<file path="src/rtl/jesd_pkg.sv">
// Shared definitions for the JESD reset sequencer: FSM state encoding and
// the constant functions used to size the shared cycle counter.
package jesd_pkg;

   typedef enum logic [2:0] {
      ST_WAIT_LOCK = 3'd0,
      ST_WAIT_DONE = 3'd1,
      ST_RETRY     = 3'd2,
      ST_CORE_HOLD = 3'd3,
      ST_RUN       = 3'd4,
      ST_FAIL      = 3'd5
   } seq_state_e;

   function automatic int clog2(input int value);
      int r;
      r = 0;
      while ((longint'(1) << r) < longint'(value)) begin
         r = r + 1;
      end
      return r;
   endfunction

   function automatic int max2(input int a, input int b);
      return (a > b) ? a : b;
   endfunction

endpackage

</file>
<file path="src/rtl/jesd_sync_2ff.sv">
// Two-flop synchroniser for a single asynchronous level into the coreclk domain.
module jesd_sync_2ff (
   input  logic clk,
   input  logic rst,
   input  logic d,
   output logic q
);

   logic meta_r;

   // capture stage followed by the resolved output stage
   always_ff @(posedge clk or posedge rst) begin
      if (rst) begin
         meta_r <= 1'b0;
         q      <= 1'b0;
      end else begin
         meta_r <= d;
         q      <= meta_r;
      end
   end

endmodule

</file>
<file path="src/rtl/jesd_reset_seq.sv">
// Reset sequencer for the GT and JESD core: waits for stable PLL lock, releases
// the GT, waits for GT reset-done with bounded retries, then releases the core.
module jesd_reset_seq
   import jesd_pkg::*;
#(
   parameter int STABLE_CYCLES = 1024,
   parameter int DONE_TIMEOUT  = 65535,
   parameter int GT_RST_PULSE  = 16,
   parameter int CORE_HOLD     = 64,
   parameter int RETRY_MAX     = 3
) (
   input  logic       coreclk,
   input  logic       rst,
   input  logic       pll_locked,
   input  logic       gt_reset_done,
   output logic       gt_reset,
   output logic       core_reset,
   output logic       seq_done,
   output logic       seq_error,
   output logic [3:0] retry_count
);

   localparam int CW = max2(1, clog2(max2(max2(STABLE_CYCLES, DONE_TIMEOUT),
                                          max2(CORE_HOLD, GT_RST_PULSE))));
   localparam logic [CW-1:0] LOCK_LAST  = CW'(STABLE_CYCLES - 1);
   localparam logic [CW-1:0] DONE_LAST  = CW'(DONE_TIMEOUT - 1);
   localparam logic [CW-1:0] PULSE_LAST = CW'(GT_RST_PULSE - 1);
   localparam logic [CW-1:0] HOLD_LAST  = CW'(CORE_HOLD - 1);
   localparam logic [CW-1:0] CNT_ZERO   = {CW{1'b0}};
   localparam logic [CW-1:0] CNT_ONE    = CW'(1);
   localparam logic [3:0]    RETRY_LIM  = 4'(RETRY_MAX);

   logic          pll_locked_s;
   logic          gt_reset_done_s;
   seq_state_e    state_r, state_nxt_s;
   logic [CW-1:0] cnt_r, cnt_nxt_s;
   logic [3:0]    retry_r, retry_nxt_s;
   logic          gt_reset_nxt_s, core_reset_nxt_s, seq_done_nxt_s, seq_error_nxt_s;

   jesd_sync_2ff u_sync_lock (.clk(coreclk), .rst(rst), .d(pll_locked),    .q(pll_locked_s));
   jesd_sync_2ff u_sync_done (.clk(coreclk), .rst(rst), .d(gt_reset_done), .q(gt_reset_done_s));

   // state, shared counter and retry tally
   always_ff @(posedge coreclk or posedge rst) begin
      if (rst) begin
         state_r <= ST_WAIT_LOCK;
         cnt_r   <= CNT_ZERO;
         retry_r <= 4'd0;
      end else begin
         state_r <= state_nxt_s;
         cnt_r   <= cnt_nxt_s;
         retry_r <= retry_nxt_s;
      end
   end

   // next-state logic; the counter is cleared on every state change
   always_comb begin
      state_nxt_s = state_r;
      cnt_nxt_s   = cnt_r;
      retry_nxt_s = retry_r;
      case (state_r)
         ST_WAIT_LOCK: begin
            if (!pll_locked_s) begin
               cnt_nxt_s = CNT_ZERO;
            end else if (cnt_r == LOCK_LAST) begin
               state_nxt_s = ST_WAIT_DONE;
               cnt_nxt_s   = CNT_ZERO;
            end else begin
               cnt_nxt_s = cnt_r + CNT_ONE;
            end
         end
         ST_WAIT_DONE: begin
            // reset-done beats a coincident timeout
            if (gt_reset_done_s) begin
               state_nxt_s = ST_CORE_HOLD;
               cnt_nxt_s   = CNT_ZERO;
            end else if (!pll_locked_s) begin
               state_nxt_s = ST_WAIT_LOCK;
               cnt_nxt_s   = CNT_ZERO;
            end else if (cnt_r == DONE_LAST) begin
               cnt_nxt_s = CNT_ZERO;
               if (retry_r == RETRY_LIM) begin
                  state_nxt_s = ST_FAIL;
               end else begin
                  state_nxt_s = ST_RETRY;
                  retry_nxt_s = (retry_r == 4'd15) ? retry_r : retry_r + 4'd1;
               end
            end else begin
               cnt_nxt_s = cnt_r + CNT_ONE;
            end
         end
         ST_RETRY: begin
            if (cnt_r == PULSE_LAST) begin
               state_nxt_s = ST_WAIT_DONE;
               cnt_nxt_s   = CNT_ZERO;
            end else begin
               cnt_nxt_s = cnt_r + CNT_ONE;
            end
         end
         ST_CORE_HOLD: begin
            if (!pll_locked_s || !gt_reset_done_s) begin
               state_nxt_s = ST_WAIT_LOCK;
               cnt_nxt_s   = CNT_ZERO;
            end else if (cnt_r == HOLD_LAST) begin
               state_nxt_s = ST_RUN;
               cnt_nxt_s   = CNT_ZERO;
            end else begin
               cnt_nxt_s = cnt_r + CNT_ONE;
            end
         end
         ST_RUN: begin
            if (!pll_locked_s || !gt_reset_done_s) begin
               state_nxt_s = ST_WAIT_LOCK;
               cnt_nxt_s   = CNT_ZERO;
            end else begin
               cnt_nxt_s = CNT_ZERO;
            end
         end
         ST_FAIL: begin
            cnt_nxt_s = CNT_ZERO;
         end
         default: begin
            state_nxt_s = ST_WAIT_LOCK;
            cnt_nxt_s   = CNT_ZERO;
         end
      endcase
   end

   // output decode of the current state
   always_comb begin
      gt_reset_nxt_s   = 1'b1;
      core_reset_nxt_s = 1'b1;
      seq_done_nxt_s   = 1'b0;
      seq_error_nxt_s  = 1'b0;
      case (state_r)
         ST_WAIT_LOCK: gt_reset_nxt_s = 1'b1;
         ST_WAIT_DONE: gt_reset_nxt_s = 1'b0;
         ST_RETRY:     gt_reset_nxt_s = 1'b1;
         ST_CORE_HOLD: gt_reset_nxt_s = 1'b0;
         ST_RUN: begin
            gt_reset_nxt_s   = 1'b0;
            core_reset_nxt_s = 1'b0;
            seq_done_nxt_s   = 1'b1;
         end
         ST_FAIL:      seq_error_nxt_s = 1'b1;
         default:      gt_reset_nxt_s = 1'b1;
      endcase
   end

   // registered outputs, one cycle behind the state they decode
   always_ff @(posedge coreclk or posedge rst) begin
      if (rst) begin
         gt_reset    <= 1'b1;
         core_reset  <= 1'b1;
         seq_done    <= 1'b0;
         seq_error   <= 1'b0;
         retry_count <= 4'd0;
      end else begin
         gt_reset    <= gt_reset_nxt_s;
         core_reset  <= core_reset_nxt_s;
         seq_done    <= seq_done_nxt_s;
         seq_error   <= seq_error_nxt_s;
         retry_count <= retry_r;
      end
   end

endmodule

</file>
<file path="config.mk">
export PLATFORM = sky130hd
export DESIGN_NAME = jesd_reset_seq
export DESIGN_NICKNAME = d
export VERILOG_FILES = /design/src/rtl/jesd_pkg.sv /design/src/rtl/jesd_sync_2ff.sv /design/src/rtl/jesd_reset_seq.sv
export SDC_FILE = /design/constraint.sdc
export NUM_CORES = 1
export LEC_CHECK = 0
export BUFFER_PORTS_ARGS = -buffer_cell sky130_fd_sc_hd__buf_4
export CELL_PAD_IN_SITES_DETAIL_PLACEMENT = 0
export CELL_PAD_IN_SITES_GLOBAL_PLACEMENT = 2
export CORE_ASPECT_RATIO = 1.1
export CORE_MARGIN = 2
export CORE_UTILIZATION = 42
export DETAILED_ROUTE_END_ITERATION = 10
export GPL_TIMING_DRIVEN = 0
export PLACE_DENSITY = 0.9
export SETUP_SLACK_MARGIN = 0.15
export SKIP_CTS_REPAIR_TIMING = 1
export SLEW_MARGIN = 20
export SYNTH_ARGS = -nofsm -noshare
export SYNTH_HDL_FRONTEND = slang
export SYNTH_SLANG_ARGS = --single-unit
</file>
<file path="constraint.sdc">
create_clock -name coreclk -period 3.5 [get_ports coreclk]
set_input_delay 0.7 -clock coreclk [delete_from_list [all_inputs] [get_ports coreclk]]
set_output_delay 0.7 -clock coreclk [all_outputs]
set_load 0.01 [all_outputs]
</file>
Word-level counts from Yosys, hierarchy flattened
Cells that the tools add are included.
Operators by class
  reduce and logical (&&, ||, !) cells: 7
  bitwise gates (word level): 4
  equal/unequal tests: 17
  $add $sub $neg: 2
  mux-type cells: 24
Operators by type and width (count)
  $mux W16: 8
  $pmux W16 S4: 1
  $mux W3: 10
  $pmux W3 S6: 1
  $add A16 B1 Y16 const B: 1
  $eq A16 B10 Y1 const B: 1
  $eq A16 B16 Y1 const B: 1
  $eq A16 B4 Y1 const B: 1
  $eq A16 B6 Y1 const B: 1
  $reduce_and A7 Y1: 1
  $eq A3 B2 Y1 const B: 2
  $eq A3 B3 Y1 const B: 2
  $ne A2 B2 Y1 const B: 3
  $reduce_and A6 Y1: 1
  $add A4 B1 Y4 const B: 1
  $eq A4 B2 Y1 const B: 1
  $eq A4 B4 Y1 const B: 1
  $mux W1: 4
  $ne A4 B3 Y1 const B: 1
  $not A1 Y1: 4
  $eq A3 B1 Y1 const B: 1
  $logic_not A3 Y1: 1
  $ne A3 B3 Y1 const B: 1
  $reduce_or A3 Y1: 1
  other kinds (3): 4
Word-level totals
  output and inout bits: 8
  register bits: 35
  input port bits: 4
  logic and storage cells: 66

Logic depth before layout (Yosys ltp)
Gate-level depths: netlist of run 1.
  depth after elaboration: 6
  mapped depth: 8
  gate-level depth less buffers: 7

Modules after synthesis
Synthesis of run 1 repeated with hierarchy kept, for this count alone.
Unflattened totals
  cells, all modules: 150
  area, all modules: 1617.8 um^2
Modules (own cells, without submodules)
  jesd_reset_seq: area an instance 1510.2 um^2, times used 1, sequential area each 778.2 um^2, cells an instance 144
  jesd_sync_2ff: area an instance 53.8 um^2, times used 2, sequential area each 50.0 um^2, cells an instance 3

Least setup slack after synthesis of run 1
Ideal clock, no wire load.
  path type: flip-flop to flip-flop
  start point: reg cnt_r[13]
  end point: reg cnt_r[6]
  data arrival time: 1911 ps
  setup slack: 1470 ps
  library setup time: 119 ps
  clock period less this slack: 2030 ps
  buffers on the path: 1
  data required time: 3381 ps
  cell stages (with the launch flop): 7
  cell sequence: dfrtp_1 > or4_1 > nor3_2 > a41oi_2 > a311oi_4 > buf_6 > nor2_1
Between the ends
  longest elaborated chain between the ends: 5
  elaborated cells between the ends (all ways): 13
  classes of those cells: 4 x eq/ne; 9 x mux
Ends and longest elaborated chain
  start, declared: RTL line jesd_reset_seq.sv:36  | logic [CW-1:0] cnt_r, cnt_nxt_s;
  start signal, assigned: RTL line jesd_reset_seq.sv:51  | cnt_r <= cnt_nxt_s;
  $eq A16 B16 Y1: RTL line jesd_reset_seq.sv:80  | end else if (cnt_r == DONE_LAST) begin
  $mux W16: RTL line jesd_reset_seq.sv:80
  $mux W16: RTL line jesd_reset_seq.sv:77  | end else if (!pll_locked_s) begin
  $mux W16: RTL line jesd_reset_seq.sv:74  | if (gt_reset_done_s) begin
  $pmux W16 S4 (*): RTL line jesd_reset_seq.sv:61  | case (state_r)
  via cnt_nxt_s[6]: RTL line jesd_reset_seq.sv:36
Mark *: on every way through the listed nets, which the timed path passes. The rest lies on a longest branch.
A chain may end at the register's enable or synchronous reset.

Final worst setup path of run 1
  start point: reg cnt_r[8]
  end point: reg cnt_r[6]
Same word-level chain as after synthesis.

==> impl_results.md, run 1 <==
* Most numerous cell in the Yosys netlist: dfrtp_1
* Min-delay worst type: reg -> reg
* Total power at 798.4 uW
* Detail Route met2 WL at 1367 um
* Setup crit start kind: register
* Final setup violation count at 0
* Layout Area Growth over Synthesis at 16.25%
* Power density cells at 432.9 mW/mm2
* Global-route wire length before repair at 4947 um
* Outcome: finished, final reports clean
* Post-synth cell types at 38
* Gpl congestion at 0.8370
* Total GRT Usage at 0.1516
* Synth warn at 0
* Routed vias/inst at 5.162
* Initial detailed-routing violation count at 30
* Initial antenna violation count at 0
* WL met1 at 1310 um
* Root Driver: clkbuf_8
* Longest Clk Path Bufs at 2
* Area share of the largest cell type after synthesis at 0.5205
* Num CTS Buffers at 5
* FMAX at 0.4134 GHz
* Number of synthesized flops with an enable pin at 0
* Slew Limit Fails at 0
* Drt wl/cell at 13.40 um
* DRT Pass-1 Iters at 4
* #FFs+latches synth at 35
* Area contributors post-synth: dfrtp_1 (52%), xor2_1 (6.1%), nor2_1 (5.0%)
* Leakage at 0.0008477 uW
* Max-slew headroom at 0.5234
* Routed Antenna Nets at 0
* Total wire length at 2813 um
* Diode count at 0
* Core ar. at 0.003626 mm2
* # clock sinks at 35
* Critical-path maximum fanout at 10
* Crit path kind: reg -> reg
* Clock Skews at 0.003927 ns
* Peak VDD IR at 0.0002530 V
* Nets at 166
* Worst Path Arrival at 2.60 ns
* Die ar. at 0.004286 mm2
* Hold WS at 0.3537 ns
* Number of port buffers at 11
* Dpl cells at 202
* Initial Util at 0.4375
* Pin count of the biggest net entering global routing at 36
* Sequential fraction of the synthesis area at 0.5536
* Share of layout cells above drive strength 1 at 0.2250
* Met3 wire len at 101 um
* Syn_area_per_cell at 11.25 um2
* CTS tree: yes
* Dpl hpwl at 1958 um
* Final hold viol count at 0
* Async set-reset flop share out of synthesis at 1.000
* Max Cap Violations at 0
* Die H at 68.46 um
* RSZ-0062 raised after global routing: no
* Clock transition at path regs at 0.07 ns
* Finished Layout Cells at 210
* Tcrit/Tclk final at 0.6912
* Mapped Area at 0.001587 mm2
* Yosys top cell by area: dfrtp_1
* Grt ovf at 0
* Mapped Nets at 148
* Clock period minus worst slack at 2.419 ns
* Clk_lat worst skew at 0.29 ns
* Number of I/O pins at 12
* Critical Path End Type: register
* DR top layer: met4
* CTS HTree Levels at 2
* Rows at 23
* Pin slew with the least headroom to its limit at 0.7139 ns
* CP required at 3.68 ns
* Vias at 1084
* Top FF cell, synth: dfrtp_1
* Sum of negative setup slack at 0 ns
* Cells after Synth at 141
* Die W at 62.60 um
* Vias in the first global route at 1063
* Commonest cells in the netlist: dfrtp_1 (33), nor2_1 (21), nand2_1 (11), xor2_1 (11), xnor2_1 (7)
* DRC at 0
[placed cells by master (no fill, tap or decap), types with 2 or more instances in the layout]
cell type / count
dfrtp_1: 33
nor2_1: 21
nand2_1: 11
xor2_1: 11
buf_4: 11
xnor2_1: 7
nand4_1: 6
clkbuf_8: 5
inv_1: 4
nand3_1: 3
nor3_1: 3
a21oi_1: 3
ha_1: 3
or2_2: 2
a22o_2: 2
and4_1: 2
and2_1: 2
mux2_2: 2
o221ai_1: 2
o2bb2ai_1: 2
dfstp_2: 2
[final cells by class]
type                            count  area (um2)
Clock buffer                        5       68.82
Sequential cell                    35       878.3
Inverter                            5       18.77
Multi-Input combinational cell     99       673.1
Buffer                              2       16.27
Tap cell                           50       62.56
Timing Repair Buffer               11       82.58
Clock inverter                      3       43.79
Fill cell                         348        1782
[sequential cells by signal (all words and copies together), names as in the netlist]
signal / flops
u_sync_lock.q: 1
cnt_r: 16
u_sync_done.q: 1
retry_count: 4
seq_done: 1
seq_error: 1
gt_reset: 1
state_r: 3
core_reset: 1
u_sync_lock.meta_r: 1
u_sync_done.meta_r: 1
retry_r: 4
[worst paths after layout]
check                                                   from                           end  slack (ns)  depth (start not counted)
worst max register to register            cnt_r[8]$_DFF_PP0_            cnt_r[6]$_DFF_PP0_        1.08                          8
worst min-delay path            u_sync_done.meta_r$_DFF_PP0_       u_sync_done.q$_DFF_PP0_        0.35                          0
max in group asynchronous                                rst           cnt_r[11]$_DFF_PP0_        2.51                          2
min in group asynchronous                                rst  u_sync_done.meta_r$_DFF_PP0_        0.53                          2
worst max-delay path                      cnt_r[8]$_DFF_PP0_            cnt_r[6]$_DFF_PP0_        1.08                          8
worst min register to register  u_sync_done.meta_r$_DFF_PP0_       u_sync_done.q$_DFF_PP0_        0.35                          0
[routing by layer]
metal	global-route usage	vias up
met5	0	-
met4	0.06667	0
met3	0.04276	4
met2	0.2460	13
met1	0.1922	539
li1	-	528
[cell families after synthesis]
logic type	Yosys count	synth area share
AO/OA/AOI/OAI	15	0.08834
buffers and inverters	7	0.02208
adder cells (fa/ha/maj)	3	0.02366
AND/OR/NAND/NOR	61	0.1988
XOR/XNOR	18	0.09937
multiplexers	2	0.01419
flip-flops	35	0.5536
[through the flow]
stage | area [um2] | utilization | setup WS [ns]
final | 1844 | 0.5086 | 1.081
after global routing | 1844 | 0.5086 | 0.8284
after CTS | 1844 | 0.5086 | 1.050
after detailed placement | 1732 | 0.4776 | 1.071
after global placement | 1732 | 0.4776 | 1.098
after floorplan | 1587 | - | 1.470
[worst max-delay path: stages, from the launching register on]
cell,delay [ns]
dfrtp_1,0.32
clkbuf_2,0.19
and4_1,0.25
nand4_1,0.14
nor3_1,0.49
nor2_1,0.18
a311oi_4,0.46
buf_6,0.21
nor2_1,0.05
[where the power goes]
group	leakage [uW]	internal, uW	switching (uW)	total (uW)
logic	0.000319	8.52	14.8	23.3
clock network	0.0000581	212	148	360
registers	0.000470	409	5.64	415
total	0.000848	630	168	798
Note: power is estimated with default switching activity, not from simulation.
==> inputs of run 2 (changes only) <==
Settings changed: CORE_UTILIZATION 42 to 39, PLACE_DENSITY 0.9 to 0.85.
Clock period 3.5 ns to 2.38 ns, I/O delays scaled along.
==> run 2 against run 1 <==
Sequential share of layout area is 1.8 points lower. Cell area is 4.0% higher. Flip-flop and latch count stayed put. Final cell count is 2.9% higher. Utilization is 2.1 points lower. Clock skew is 0.00097 ns higher. Non-clock buffer count is 4 higher. Routed wire length is 3.0% higher. Power is 50% higher. Clock power is 52% higher. Highest routed layer unchanged.
==> impl_results.md, run 2 (synthesis results as in run 1) <==
* Crit path kind: reg -> reg
* Initial antenna violation count at 0 (unchanged)
* Die H at 70.90 um (+3.6%)
* Reg power frac at 0.510 (-0.010)
* DRT Pass-1 Iters at 4 (unchanged)
* Drt wl/cell at 13.41 um (+0.13%)
* Placed standard-cell area at 0.001734 mm2 (+0.14%)
* Clock power share at 0.457 (+0.006)
* Num CTS Buffers at 5 (unchanged)
* Min-delay worst type: in -> reg
* Combinational fraction of design power at 0.032 (+0.003)
* Design area at 0.001918 mm2 (+4.0%)
* Power density cells at 623.4 mW/mm2 (+44%)
* Biggest regs: cnt_r (16), retry_count (4), retry_r (4)
* Peak VDD IR at 0.0004177 V (+65%)
* Initial Util at 0.4033 (-0.03424)
* Max Cap Violations at 0 (unchanged)
* Fillers at 353 (+1.4%)
* CTS tree: yes
* Multi-input gate area at 706.9 um2 (+5.0%)
* Diode count at 0 (unchanged)
* Worst Path Arrival at 2.32 ns (-0.28 ns)
* Routed Antenna Nets at 0 (unchanged)
* Core ar. at 0.003934 mm2 (+8.5%)
* Final hold viol count at 0 (unchanged)
* RSZ-0062 raised after global routing: no
* # clock sinks at 35 (unchanged)
* Clock Skews at 0.004898 ns (+0.0009712 ns)
* Share of layout cells above drive strength 1 at 0.2683 (+0.04329)
* Number of port buffers at 11 (unchanged)
* Worst path cell trace: or2_2, or2_2, a22o_2, and2_1, o221ai_1, mux2_2
* Critical path's slowest cell: dfrtp_1
* Vias in the first global route at 1108 (+4.2%)
* Total wire length at 2897 um (+3.0%)
* CP required at 2.55 ns (-1.13 ns)
* Most frequent cells in the layout: dfrtp_1 (33), nor2_1 (20), buf_4 (14)
* Nets at 170 (+2.4%)
* Layout Area Growth over Synthesis at 20.90%
* Routed vias/inst at 5.005 (-3.0%)
* Number of I/O pins at 12 (unchanged)
* Root Driver: clkbuf_8
* Final setup violation count at 0 (unchanged)
* Die W at 64.81 um (+3.5%)
* CP bufs+invs at 0 (-2)
* Global-route wire length before repair at 5209 um (+5.3%)
* Largest Register: cnt_r
* Longest Clk Path Bufs at 2 (unchanged)
* Gpl congestion at 0.8149 (-2.6%)
* Grt ovf at 0 (unchanged)
* Cell-internal power at 935.3 uW (+48%)
* Pin slew with the least headroom to its limit at 0.7005 ns (-0.01335 ns)
* Most used cell, CP: or2_2
* Most common cell after layout, fill and taps aside: dfrtp_1
* Setup crit start kind: register
* Die ar. at 0.004595 mm2 (+7.2%)
* Switch share at 0.2178 (+0.006758)
* Initial detailed-routing violation count at 41 (+37%)
* Storage element area at 878.3 um2 (unchanged)
* Slew Limit Fails at 0 (unchanged)
* FMAX at 0.4666 GHz (+13%)
* Tcrit/Tclk final at 0.9005 (+0.2093)
* Pin count of the biggest net entering global routing at 36 (unchanged)
* Max-slew headroom at 0.5323 (+0.008915)
* Outcome: finished, final reports clean
* DRC at 0 (unchanged)
* Clk_lat worst skew at 0.29 ns (about the same)
* CP max stage delay at 0.46 ns (-0.03 ns)
* Rows at 24 (+4.3%)
* Final core utilization at 0.4876 (-0.02103)
* Kind of cell adding the most delay to the critical path: simple AND/OR/NAND/NOR gates
* Sw power at 260.4 uW (+55%)
* Max reg flops at 16 (unchanged)
* CTS HTree Levels at 2 (unchanged)
* Critical Path End Type: register
* Clock period minus worst slack at 2.143 ns (-0.2759 ns)
* Dpl hpwl at 2032 um (+3.8%)
* Clock transition at path regs at 0.08 ns (about the same)
* Critical-path maximum fanout at 7 (-3)
* Leakage at 0.0008892 uW (+4.9%)
* Total GRT Usage at 0.1492 (-0.002395)
* Vias at 1081 (-0.28%)
==> run 2: changes by cell type in the layout (fill, tap and decap cells not counted), sizes merged <==
cell    before  now
buf         12   16
inv          5    6
clkinv       2    1
==> run 2: worst register-to-register path, delay by kind of cell, from the launching register on <==
kind | cells | cell delay, ns
AND/OR/NAND/NOR | 3 | 0.84
flip-flops | 1 | 0.46
multiplexers | 1 | 0.36
AO/OA/AOI/OAI | 2 | 0.37
==> run 2: power groups by stage <==
stage	Sequential, uW	Combinational, uW	Clock (uW)
after floorplan	620	24.4	0
after global placement	621	34.0	0
after detailed placement	621	35.9	0
after CTS	610	36.1	563
after global routing	612	45.3	589
final	610	38.7	547
==> run 2: final timing paths <==
check / cells after the start / endpoint / start / slack, ns
max: 6 / state_r[2]$_DFFE_PP0P_ / state_r[0]$_DFFE_PP0P_ / 0.24
min: 1 / u_sync_done.meta_r$_DFF_PP0_ / gt_reset_done / 0.29
max reg2reg: 6 / state_r[2]$_DFFE_PP0P_ / state_r[0]$_DFFE_PP0P_ / 0.24
min reg2reg: 0 / u_sync_lock.q$_DFF_PP0_ / u_sync_lock.meta_r$_DFF_PP0_ / 0.37
max in group asynchronous: 2 / cnt_r[14]$_DFF_PP0_ / rst / 1.63
min in group asynchronous: 2 / u_sync_done.meta_r$_DFF_PP0_ / rst / 0.30
==> run 2: metal layers <==
| metal | track usage | part of all wire |
|---|---|---|
| met5 | 0 | 0 |
| met4 | 0.07329 | 0.017 |
| met3 | 0.04452 | 0.049 |
| met2 | 0.2245 | 0.48 |
| met1 | 0.1967 | 0.45 |
==> run 2: stage by stage <==
| stage | setup TNS [ns] | setup slack, ns | std cells | total power [uW] | hold slack [ns] |
|---|---|---|---|---|---|
| 3_5_place_dp | -0.6363 | -0.07033 | 204 | 657.3 | 0.3482 |
| 3_3_place_gp | -0.5703 | -0.05983 | 204 | 654.9 | 0.3382 |
| 2_1_floorplan | 0 | 0.3498 | 141 | 644.0 | 0.3312 |
| 5_1_grt | 0 | 0.1532 | 216 | 1246 | 0.2788 |
| 6_report | 0 | 0.2368 | 216 | 1196 | 0.2889 |
| 4_1_cts | -0.7435 | -0.07973 | 212 | 1209 | 0.2804 |
==> run 2: cell type report <==
type | instances | share of cell area
Multi-Input combinational cell | 99 | 0.3686
Clock buffer | 5 | 0.03588
Timing Repair Buffer | 15 | 0.06067
Sequential cell | 35 | 0.4579
Inverter | 5 | 0.009785
Clock inverter | 3 | 0.02479
Buffer | 2 | 0.008480
Tap cell | 52 | 0.03392
